### src/rtl/eth_pkg.sv
// Shared Ethernet/ARP constants and the ARP transmitter state encoding.
package eth_pkg;

    localparam logic [15:0] ETH_TYPE_ARP    = 16'h0806;
    localparam logic [7:0]  ETH_PREAMBLE    = 8'h55;
    localparam logic [7:0]  ETH_SFD         = 8'hD5;
    localparam logic [15:0] ARP_OP_REQ      = 16'd1;
    localparam logic [15:0] ARP_OP_REPLY    = 16'd2;
    localparam logic [15:0] ARP_HTYPE       = 16'd1;
    localparam logic [15:0] ARP_PTYPE       = 16'h0800;
    localparam logic [7:0]  ARP_HLEN        = 8'd6;
    localparam logic [7:0]  ARP_PLEN        = 8'd4;
    localparam int          ETH_MIN_PAYLOAD = 46;
    localparam int          ETH_IFG         = 12;
    localparam logic [31:0] CRC32_INIT      = 32'hFFFF_FFFF;

    localparam int PREAMBLE_LEN = 8;
    localparam int ETH_HEAD_LEN = 14;
    localparam int ARP_LEN      = 28;
    localparam int PAD_LEN      = ETH_MIN_PAYLOAD - ARP_LEN;
    localparam int FCS_LEN      = 4;

    typedef enum logic [6:0] {
        ST_IDLE     = 7'b000_0001,
        ST_PREAMBLE = 7'b000_0010,
        ST_ETH_HEAD = 7'b000_0100,
        ST_ARP_DATA = 7'b000_1000,
        ST_PAD      = 7'b001_0000,
        ST_FCS      = 7'b010_0000,
        ST_IFG      = 7'b100_0000
    } arp_tx_state_t;

endpackage

### src/rtl/crc32_d8.sv
// Byte-wide Ethernet CRC-32 (reflected form, poly 0x04C11DB7); crc_next is the
// combinational update of crc_data with the current byte.
module crc32_d8
    import eth_pkg::*;
(
    input  logic        clk,
    input  logic        rst,
    input  logic        crc_en,
    input  logic        crc_clr,
    input  logic [7:0]  data,
    output logic [31:0] crc_data,
    output logic [31:0] crc_next
);

    localparam logic [31:0] POLY_REFL = 32'hEDB8_8320;

    always_comb begin : crc_step
        logic [31:0] c;
        c = crc_data ^ {24'h00_0000, data};
        for (int i = 0; i < 8; i++) begin
            c = c[0] ? ((c >> 1) ^ POLY_REFL) : (c >> 1);
        end
        crc_next = c;
    end

    always_ff @(posedge clk) begin
        if (rst || crc_clr) begin
            crc_data <= CRC32_INIT;
        end else if (crc_en) begin
            crc_data <= crc_next;
        end
    end

endmodule

### src/rtl/arp_tx.sv
// ARP request/reply frame generator for the GMII TX path: preamble, header,
// ARP body, padding to 60 bytes and FCS, followed by the inter-frame gap.
module arp_tx
    import eth_pkg::*;
#(
    parameter logic [47:0] BOARD_MAC = 48'h00_11_22_33_44_55,
    parameter logic [31:0] BOARD_IP  = {8'd192, 8'd168, 8'd1, 8'd10}
) (
    input  logic        clk,
    input  logic        rst,
    input  logic        arp_tx_en,
    input  logic        arp_tx_type,
    input  logic [47:0] des_mac,
    input  logic [31:0] des_ip,
    output logic        gmii_tx_en,
    output logic [7:0]  gmii_txd,
    output logic        tx_busy,
    output logic        tx_done
);

    localparam logic [4:0] PREAMBLE_LAST = 5'(PREAMBLE_LEN - 1);
    localparam logic [4:0] HEAD_LAST     = 5'(ETH_HEAD_LEN - 1);
    localparam logic [4:0] ARP_LAST      = 5'(ARP_LEN - 1);
    localparam logic [4:0] PAD_LAST      = 5'(PAD_LEN - 1);
    localparam logic [4:0] FCS_LAST      = 5'(FCS_LEN - 1);
    localparam logic [4:0] IFG_LAST      = 5'(ETH_IFG - 1);

    arp_tx_state_t state, state_next;
    logic [4:0]    cnt, cnt_next;
    logic          type_q;
    logic [47:0]   des_mac_q;
    logic [31:0]   des_ip_q;
    logic          start;
    logic          crc_cov;
    logic          crc_en_q;
    logic          tx_en_next;
    logic [7:0]    txd_next;
    logic [31:0]   crc_data, crc_next;
    logic [111:0]  eth_head;
    logic [223:0]  arp_body;
    logic [3:0]    head_idx;
    logic [4:0]    arp_idx;

    assign eth_head = {type_q ? des_mac_q : 48'hFFFF_FFFF_FFFF, BOARD_MAC, ETH_TYPE_ARP};
    assign arp_body = {ARP_HTYPE, ARP_PTYPE, ARP_HLEN, ARP_PLEN,
                       type_q ? ARP_OP_REPLY : ARP_OP_REQ,
                       BOARD_MAC, BOARD_IP,
                       type_q ? des_mac_q : 48'h0, des_ip_q};
    assign head_idx = HEAD_LAST[3:0] - cnt[3:0];
    assign arp_idx  = ARP_LAST - cnt;

    // The CRC is fed from the registered output byte, so the final PAD byte is
    // only folded in combinationally when the first FCS byte is chosen.
    crc32_d8 u_crc (
        .clk      (clk),
        .rst      (rst),
        .crc_en   (crc_en_q),
        .crc_clr  (start),
        .data     (gmii_txd),
        .crc_data (crc_data),
        .crc_next (crc_next)
    );

    always_ff @(posedge clk) begin
        if (rst) begin
            state      <= ST_IDLE;
            cnt        <= '0;
            gmii_tx_en <= 1'b0;
            gmii_txd   <= 8'h00;
            crc_en_q   <= 1'b0;
            tx_busy    <= 1'b0;
            tx_done    <= 1'b0;
            type_q     <= 1'b0;
            des_mac_q  <= '0;
            des_ip_q   <= '0;
        end else begin
            state      <= state_next;
            cnt        <= cnt_next;
            gmii_tx_en <= tx_en_next;
            gmii_txd   <= txd_next;
            crc_en_q   <= crc_cov;
            tx_busy    <= (state != ST_IDLE);
            tx_done    <= (state == ST_IFG) && (cnt == 5'd0);
            if (start) begin
                type_q    <= arp_tx_type;
                des_mac_q <= des_mac;
                des_ip_q  <= des_ip;
            end
        end
    end

    always_comb begin
        state_next = state;
        cnt_next   = cnt + 5'd1;
        tx_en_next = 1'b0;
        txd_next   = 8'h00;
        crc_cov    = 1'b0;
        start      = 1'b0;
        unique case (state)
            ST_IDLE: begin
                cnt_next = '0;
                if (arp_tx_en) begin
                    start      = 1'b1;
                    state_next = ST_PREAMBLE;
                end
            end
            ST_PREAMBLE: begin
                tx_en_next = 1'b1;
                txd_next   = (cnt == PREAMBLE_LAST) ? ETH_SFD : ETH_PREAMBLE;
                if (cnt == PREAMBLE_LAST) begin
                    state_next = ST_ETH_HEAD;
                    cnt_next   = '0;
                end
            end
            ST_ETH_HEAD: begin
                tx_en_next = 1'b1;
                crc_cov    = 1'b1;
                txd_next   = eth_head[{head_idx, 3'b000} +: 8];
                if (cnt == HEAD_LAST) begin
                    state_next = ST_ARP_DATA;
                    cnt_next   = '0;
                end
            end
            ST_ARP_DATA: begin
                tx_en_next = 1'b1;
                crc_cov    = 1'b1;
                txd_next   = arp_body[{arp_idx, 3'b000} +: 8];
                if (cnt == ARP_LAST) begin
                    state_next = ST_PAD;
                    cnt_next   = '0;
                end
            end
            ST_PAD: begin
                tx_en_next = 1'b1;
                crc_cov    = 1'b1;
                if (cnt == PAD_LAST) begin
                    state_next = ST_FCS;
                    cnt_next   = '0;
                end
            end
            ST_FCS: begin
                tx_en_next = 1'b1;
                case (cnt[1:0])
                    2'd0:    txd_next = ~crc_next[7:0];
                    2'd1:    txd_next = ~crc_data[15:8];
                    2'd2:    txd_next = ~crc_data[23:16];
                    default: txd_next = ~crc_data[31:24];
                endcase
                if (cnt == FCS_LAST) begin
                    state_next = ST_IFG;
                    cnt_next   = '0;
                end
            end
            ST_IFG: begin
                if (cnt == IFG_LAST) begin
                    state_next = ST_IDLE;
                    cnt_next   = '0;
                end
            end
            default: begin
                state_next = ST_IDLE;
                cnt_next   = '0;
            end
        endcase
    end

endmodule
### config.mk
export PLATFORM = sky130hd
export DESIGN_NAME = arp_tx
export DESIGN_NICKNAME = d
export VERILOG_FILES = /design/src/rtl/eth_pkg.sv /design/src/rtl/crc32_d8.sv /design/src/rtl/arp_tx.sv
export SDC_FILE = /design/constraint.sdc
export NUM_CORES = 1
export LEC_CHECK = 0
export BUFFER_PORTS_ARGS = -buffer_cell sky130_fd_sc_hd__buf_2
export CORE_MARGIN = 4
export CORE_UTILIZATION = 62
export CTS_CLUSTER_SIZE = 12
export DETAILED_ROUTE_END_ITERATION = 10
export MAX_ROUTING_LAYER = met4
export PLACE_DENSITY = 0.84
export SLEW_MARGIN = 5
export SYNTH_ARGS = -nofsm -noshare
export SYNTH_HDL_FRONTEND = slang
export SYNTH_SLANG_ARGS = --single-unit
### constraint.sdc
create_clock -name clk -period 8.25 [get_ports clk]
set_clock_uncertainty 0.15 [all_clocks]
set_input_delay 1.65 -clock clk [delete_from_list [all_inputs] [get_ports clk]]
set_output_delay 1.65 -clock clk [all_outputs]
set_load 0.03 [all_outputs]
## Word-level counts from Yosys, hierarchy flattened

Cells that the tools add are included.

| storage, ports and cells | value |
|---|---|
| register bits | 137 |
| bits of input ports | 84 |
| output and inout bits | 11 |
| logic and storage cells | 92 |

| cells by class | value |
|---|---|
| add/subtract/negate cells | 3 |
| equal/unequal tests | 23 |
| shifts and indexed selects | 2 |
| multiplexer cells | 33 |
| bitwise operators | 13 |
| reductions and logical operators | 7 |

Operators with widths:

| kind | count |
|---|---|
| 32-bit two-way mux | 8 |
| 224-bit by 9-bit variable part select with 8-bit output | 1 |
| 13-bit inverter with 14-bit output | 8 |
| 112-bit by 8-bit variable part select with 8-bit output | 1 |
| 48-bit two-way mux | 2 |
| 7-bit two-way mux | 7 |
| 7-bit one-hot mux with 7 select lines | 1 |
| 8-bit inverter | 4 |
| 8-bit one-hot mux with 4 select lines | 1 |
| 32-bit by 8-bit bitwise XOR with 32-bit output | 1 |
| 5-bit two-way mux | 6 |
| 5-bit one-hot mux with 6 select lines | 1 |
| 8-bit one-hot mux with 3 select lines | 1 |
| 2-bit inequality test, second input constant | 6 |
| 5-bit by 4-bit equality test with 1-bit output, second input constant | 2 |
| 5-bit equality test, second input constant | 2 |
| 8-bit two-way mux | 1 |
| 7-bit by 1-bit equality test with 1-bit output, second input constant | 1 |
| 7-bit by 2-bit equality test with 1-bit output, second input constant | 1 |
| 7-bit by 3-bit equality test with 1-bit output, second input constant | 1 |
| 7-bit by 4-bit equality test with 1-bit output, second input constant | 1 |
| 7-bit by 5-bit equality test with 1-bit output, second input constant | 1 |
| 7-bit by 6-bit equality test with 1-bit output, second input constant | 1 |
| 7-bit equality test, second input constant | 1 |
| other kinds (18) | 21 |

## Depth between registers and ports, before layout

| depth | value |
|---|---|
| depth after elaboration | 20 |
| depth in mapped cells | 10 |
| depth with buffers taken out | 8 |

## Cells and area by module

From an unflattened synthesis, not the netlist that was laid out.

| second synthesis, totals | value |
|---|---|
| cell total of the unflattened synthesis | 904 |
| area, all modules | 7696.1 µm² |

By module, submodules not included:

| module | times used | cells an instance | area an instance (µm²) | seq. area each (µm²) |
|---|---|---|---|---|
| arp_tx | 1 | 708 | 5774.3 | 2102.0 |
| crc32_d8 | 1 | 196 | 1921.8 | 640.6 |

## Worst setup path after synthesis

No wires, ideal clock.

| timing path | value |
|---|---|
| kind | register to register |
| start | reg cnt[1] |
| end | reg gmii_txd[4] |
| library setup time | 0.138 ns |
| arrival | 2.495 ns |
| required time | 7.962 ns |
| path slack | 5.467 ns |
| cell stages (with the launch flop) | 11 |
| buffers on the path | 2 |
| period minus slack after synthesis | 2.783 ns |
| path through | dfxtp_1 buf_2 clkinv_1 ha_1 clkbuf_1 inv_1 a2111oi_0 a21oi_1 nand2b_1 a221oi_1 o22ai_1 |

| between the ends | value |
|---|---|
| longest elaborated chain between the ends | 3 |
| elaborated cells between the ends (all ways) | 9 |
| classes of those cells | 2 x add/sub; 2 x eq/ne; 2 x shift; 2 x mux; 1 x reduce/logical |

RTL lines:

| element | line | text |
|---|---|---|
| from (decl) | arp_tx.sv:29 | `logic [4:0] cnt, cnt_next;` |
| from (signal assigned) | arp_tx.sv:78 | `cnt <= cnt_next;` |
| 5-bit subtractor, or another cell as far along | arp_tx.sv:50 | `assign arp_idx = ARP_LAST - cnt;` |
| 224-bit by 9-bit variable part select with 8-bit output, or another cell as far along | arp_tx.sv:127 | `txd_next = arp_body[{arp_idx, 3'b000} +: 8];` |
| 8-bit one-hot mux with 4 select lines * | arp_tx.sv:99 | `unique case (state)` |
| to (signal assigned) | arp_tx.sv:80 | `gmii_txd <= txd_next;` |
| to (decl) | arp_tx.sv:16 | `output logic [7:0] gmii_txd,` |

Every way passes the cells marked *; elsewhere a longest branch is shown, timed or not.
A chain may end at the register's enable or synchronous reset.

## Worst setup path in the final report

| timing path | value |
|---|---|
| start | reg cnt[2] |
| end | reg gmii_txd[4] |

| between the ends | value |
|---|---|
| longest elaborated chain between the ends | 3 |
| elaborated cells between the ends (all ways) | 5 |
| classes of those cells | 2 x add/sub; 2 x shift; 1 x mux |

RTL lines:

| element | line |
|---|---|
| 5-bit subtractor / 4-bit subtractor (equally long branches) | arp_tx.sv:50, arp_tx.sv:49 |
| 224-bit by 9-bit variable part select with 8-bit output / 112-bit by 8-bit variable part select with 8-bit output (equally long branches) | arp_tx.sv:127, arp_tx.sv:118 |
| 8-bit one-hot mux with 4 select lines * | arp_tx.sv:99 |

Marked as above.

==> flow_summary.yaml <==
run_status:
  status: "finished, final reports clean"
power_and_ir_drop:
  power_density_nw_per_um2: 196
  pwr-share-seq: 0.437
  p_total_uw: 1690
  power.internal_uw: 1230
  p_leak_uw: 0.00335
  power_switching_uw: 458
  power_frac_comb: 0.132
  ir_drop_v: 0.000160
  pwr-share-clk: 0.430
  switching_share: 0.271
synth:
  synth_ff_type: "dfxtp_1"
  ys_seq_area_frac: 0.360
  ys_warn_count: 0
  synth_top_area_cell: "dfxtp_1"
  syn_inst: 913
  ys_ff_latch: 137
  synth-edff-count: 0
  yosysMostFrequentCell: "nand2_1"
  netlist_area_um2: 7620
  syn_area_per_cell_um2: 8.35
  synthArstFlopShare: 0
  yosys-top-cells-area: "dfxtp_1 (36%), nand2_1 (11%), a21oi_1 (7.2%), mux4_2 (6.2%), xnor2_1 (4.6%)"
  synth_fp_nets: 1012
  ys_top_cells_by_count: "nand2_1 (221), dfxtp_1 (137), a21oi_1 (110), nor2_1 (58), clkbuf_1 (42)"
  synth_top_cell_area_share: 0.360
  ys_types: 64
routing:
  vias: 6678
  drt_pass1_iterations: 5
  ant_nets: 0
  wl_per_cell_um: 17.4
  drt_wl_total_mm: 19.6
  vias_per_cell: 5.93
  drc_errors: 0
  drt_iter0_drc: 646
sta:
  finalHoldViolCount: 0
  setup-tns-final_ps: 0
  finalSetupViolCount: 0
  clock.fmax_mhz: 283
  period_share: 0.429
  period_minus_slack_ps: 3540
  relSlewSlack: 0.323
  hold_slack_ps: 303
  worstMarginPinSlew_ps: 1020
  rsz0062_at_grt: "no"
  maxSlewViolCount: 0
floorplanning:
  rows: 40
  core_area_um2: 12000
  die_width_um: 119
  dieArea_um2: 14100
  io_pins: 95
  start_util: 0.634
  dieHeight_um: 119
place:
  hpwl_mm: 13.5
  dpl_cell_area_um2: 8070
  place_congestion: 0.935
  port_buffers: 94
cts:
  clk_path_buf_depth: 2
  clock-sinks: 137
  post_cts_buffers: 0
  cts_tree: "built"
  clk_latency_ps: 420
  root_buffer: "clkbuf_16"
  post_cts_resize_count: 0
  htree_levels: 4
  cts.clk_slew.worst_paths_ps: 60
  hold_buffers: 0
  numCtsBuffers: 17
critical_path:
  start_kind: "register"
  crit_chain: "inv_1 -> ha_1 -> inv_1 -> a2111oi_0 -> a21oi_1 -> nand2b_1 -> a221oi_1 -> o22ai_1"
  max_stage_delay_ps: 740
  path_max_fanout: 19
  worstSetupPathType: "reg -> reg"
  cp-endpoint: "gmii_txd[4]$_SDFF_PP0_"
  cp-end-kind: "register"
  cp_common_cell: "inv_1"
  r2r-start: "cnt[2]$_SDFF_PP0_"
  cp.arrival_ps: 3670
  rr_worst_depth: 8
  reg2reg_to: "gmii_txd[4]$_SDFF_PP0_"
  slowest_stage: "ha_1"
  required_ps: 8380
  crit_start: "cnt[2]$_SDFF_PP0_"
  r2r_slack_ps: 4710
worst_hold_path:
  min_path_type: "reg -> reg"
grt:
  grt_max_degree: 98
  track_usage: 0.287
  grt_pass1_wl_mm: 31.7
  gr-total-overflow: 0
  grt_antenna_before_repair: 0
  first_global_vias: 6411
flow_run:
  drv_cap: 0
finish:
  nNetsFinal: 1069
  syn2layout_area_growth_pct: 13.2
  diodes: 0
  drive_gt1_frac: 0.187
  postLayoutCellArea_um2: 8630
-- state kept, by name, summed over array words and instances (netlist names), 5 cells and up --
name	cells
des_mac_q	48
des_ip_q	32
u_crc.crc_data	32
gmii_txd	8
state	7
cnt	5
-- kinds of logic after synthesis --
group	Yosys count	share of synthesized area
fa+ha+maj	15	0.0246
flops	137	0.360
compound gates	229	0.180
mux	37	0.0834
buf+inv	83	0.0448
xor+xnor	77	0.121
simple gates	335	0.186
-- layer usage --
metal / GRT usage / routed length, um / vias to the layer above / share of wire
met5: - / 0 / - / 0
met4: 0.0862 / 361 / 0 / 0.018
met3: 0.0565 / 1110 / 30 / 0.057
met2: 0.478 / 9820 / 246 / 0.50
met1: 0.356 / 8280 / 3139 / 0.42
li1: - / - / 3263 / -
-- cells in the final DEF, fill, tap and decap left out, drive strengths merged, types with 3 or more instances in the layout --
cell type	netlist	final
a31oi	9	9
nand4b	3	3
nor2b	7	7
buf	22	102
a21oi	110	110
a21o	5	5
clkbuf	42	18
a22oi	4	4
nor4	4	4
mux2i	14	14
nor3	13	13
a211o	6	6
a211oi	7	7
o21ai	43	43
clkinv	1	6
dfxtp	137	137
nand2b	5	5
ha	15	15
o311ai	5	5
inv	18	19
and2	5	5
o211ai	11	11
o22ai	7	7
clkinvlp	0	3
a221oi	4	4
nor2	58	58
xor2	19	19
nand3b	5	5
nand2	221	221
mux4	21	21
xnor2	56	56
nand3	6	6
-- layout make-up --
class                      count  area, um^2
multi-input combinational    693        4540
fill                         936        3380
sequential                   137        2750
timing repair buffer         102         531
clock buffer                  18         429
tap                          147         184
clock inverter                11         128
inverter                      19        71.3
-- power groups by stage --
stage	Sequential, uW	Clock (uW)	Combinational, uW
2_1_floorplan	743	0	164
3_3_place_gp	751	0	218
3_5_place_dp	753	0	221
4_1_cts	739	731	223
5_1_grt	745	761	249
6_report	740	728	224
-- critical path: cells and delay by family, from the launching register on --
kind            cells  cell delay (ps)
compound gates      4              950
fa+ha+maj           1              740
flops               1              720
simple gates        1              150
buf+inv             2              670
-- worst min-delay path by stage --
stage                                       to                       start  cells after the start
finish               des_ip_q[21]$_SDFFE_PP0P_   des_ip_q[21]$_SDFFE_PP0P_                      2
global placement     des_ip_q[19]$_SDFFE_PP0P_   des_ip_q[19]$_SDFFE_PP0P_                      2
global route          des_ip_q[6]$_SDFFE_PP0P_    des_ip_q[6]$_SDFFE_PP0P_                      2
CTS                  des_ip_q[19]$_SDFFE_PP0P_   des_ip_q[19]$_SDFFE_PP0P_                      2
floorplan           des_mac_q[33]$_SDFFE_PP0P_  des_mac_q[33]$_SDFFE_PP0P_                      2
detailed placement   des_ip_q[19]$_SDFFE_PP0P_   des_ip_q[19]$_SDFFE_PP0P_                      2
-- per-stage QoR --
stage	setup WS [ps]	utilization	cells
3_5_place_dp	4600	0.672	1098
5_1_grt	4380	0.718	1127
2_1_floorplan	5470	-	913
6_report	4710	0.718	1127
4_1_cts	4760	0.718	1127
3_3_place_gp	4670	0.672	1098
Power figures use the tool's default switching activity.
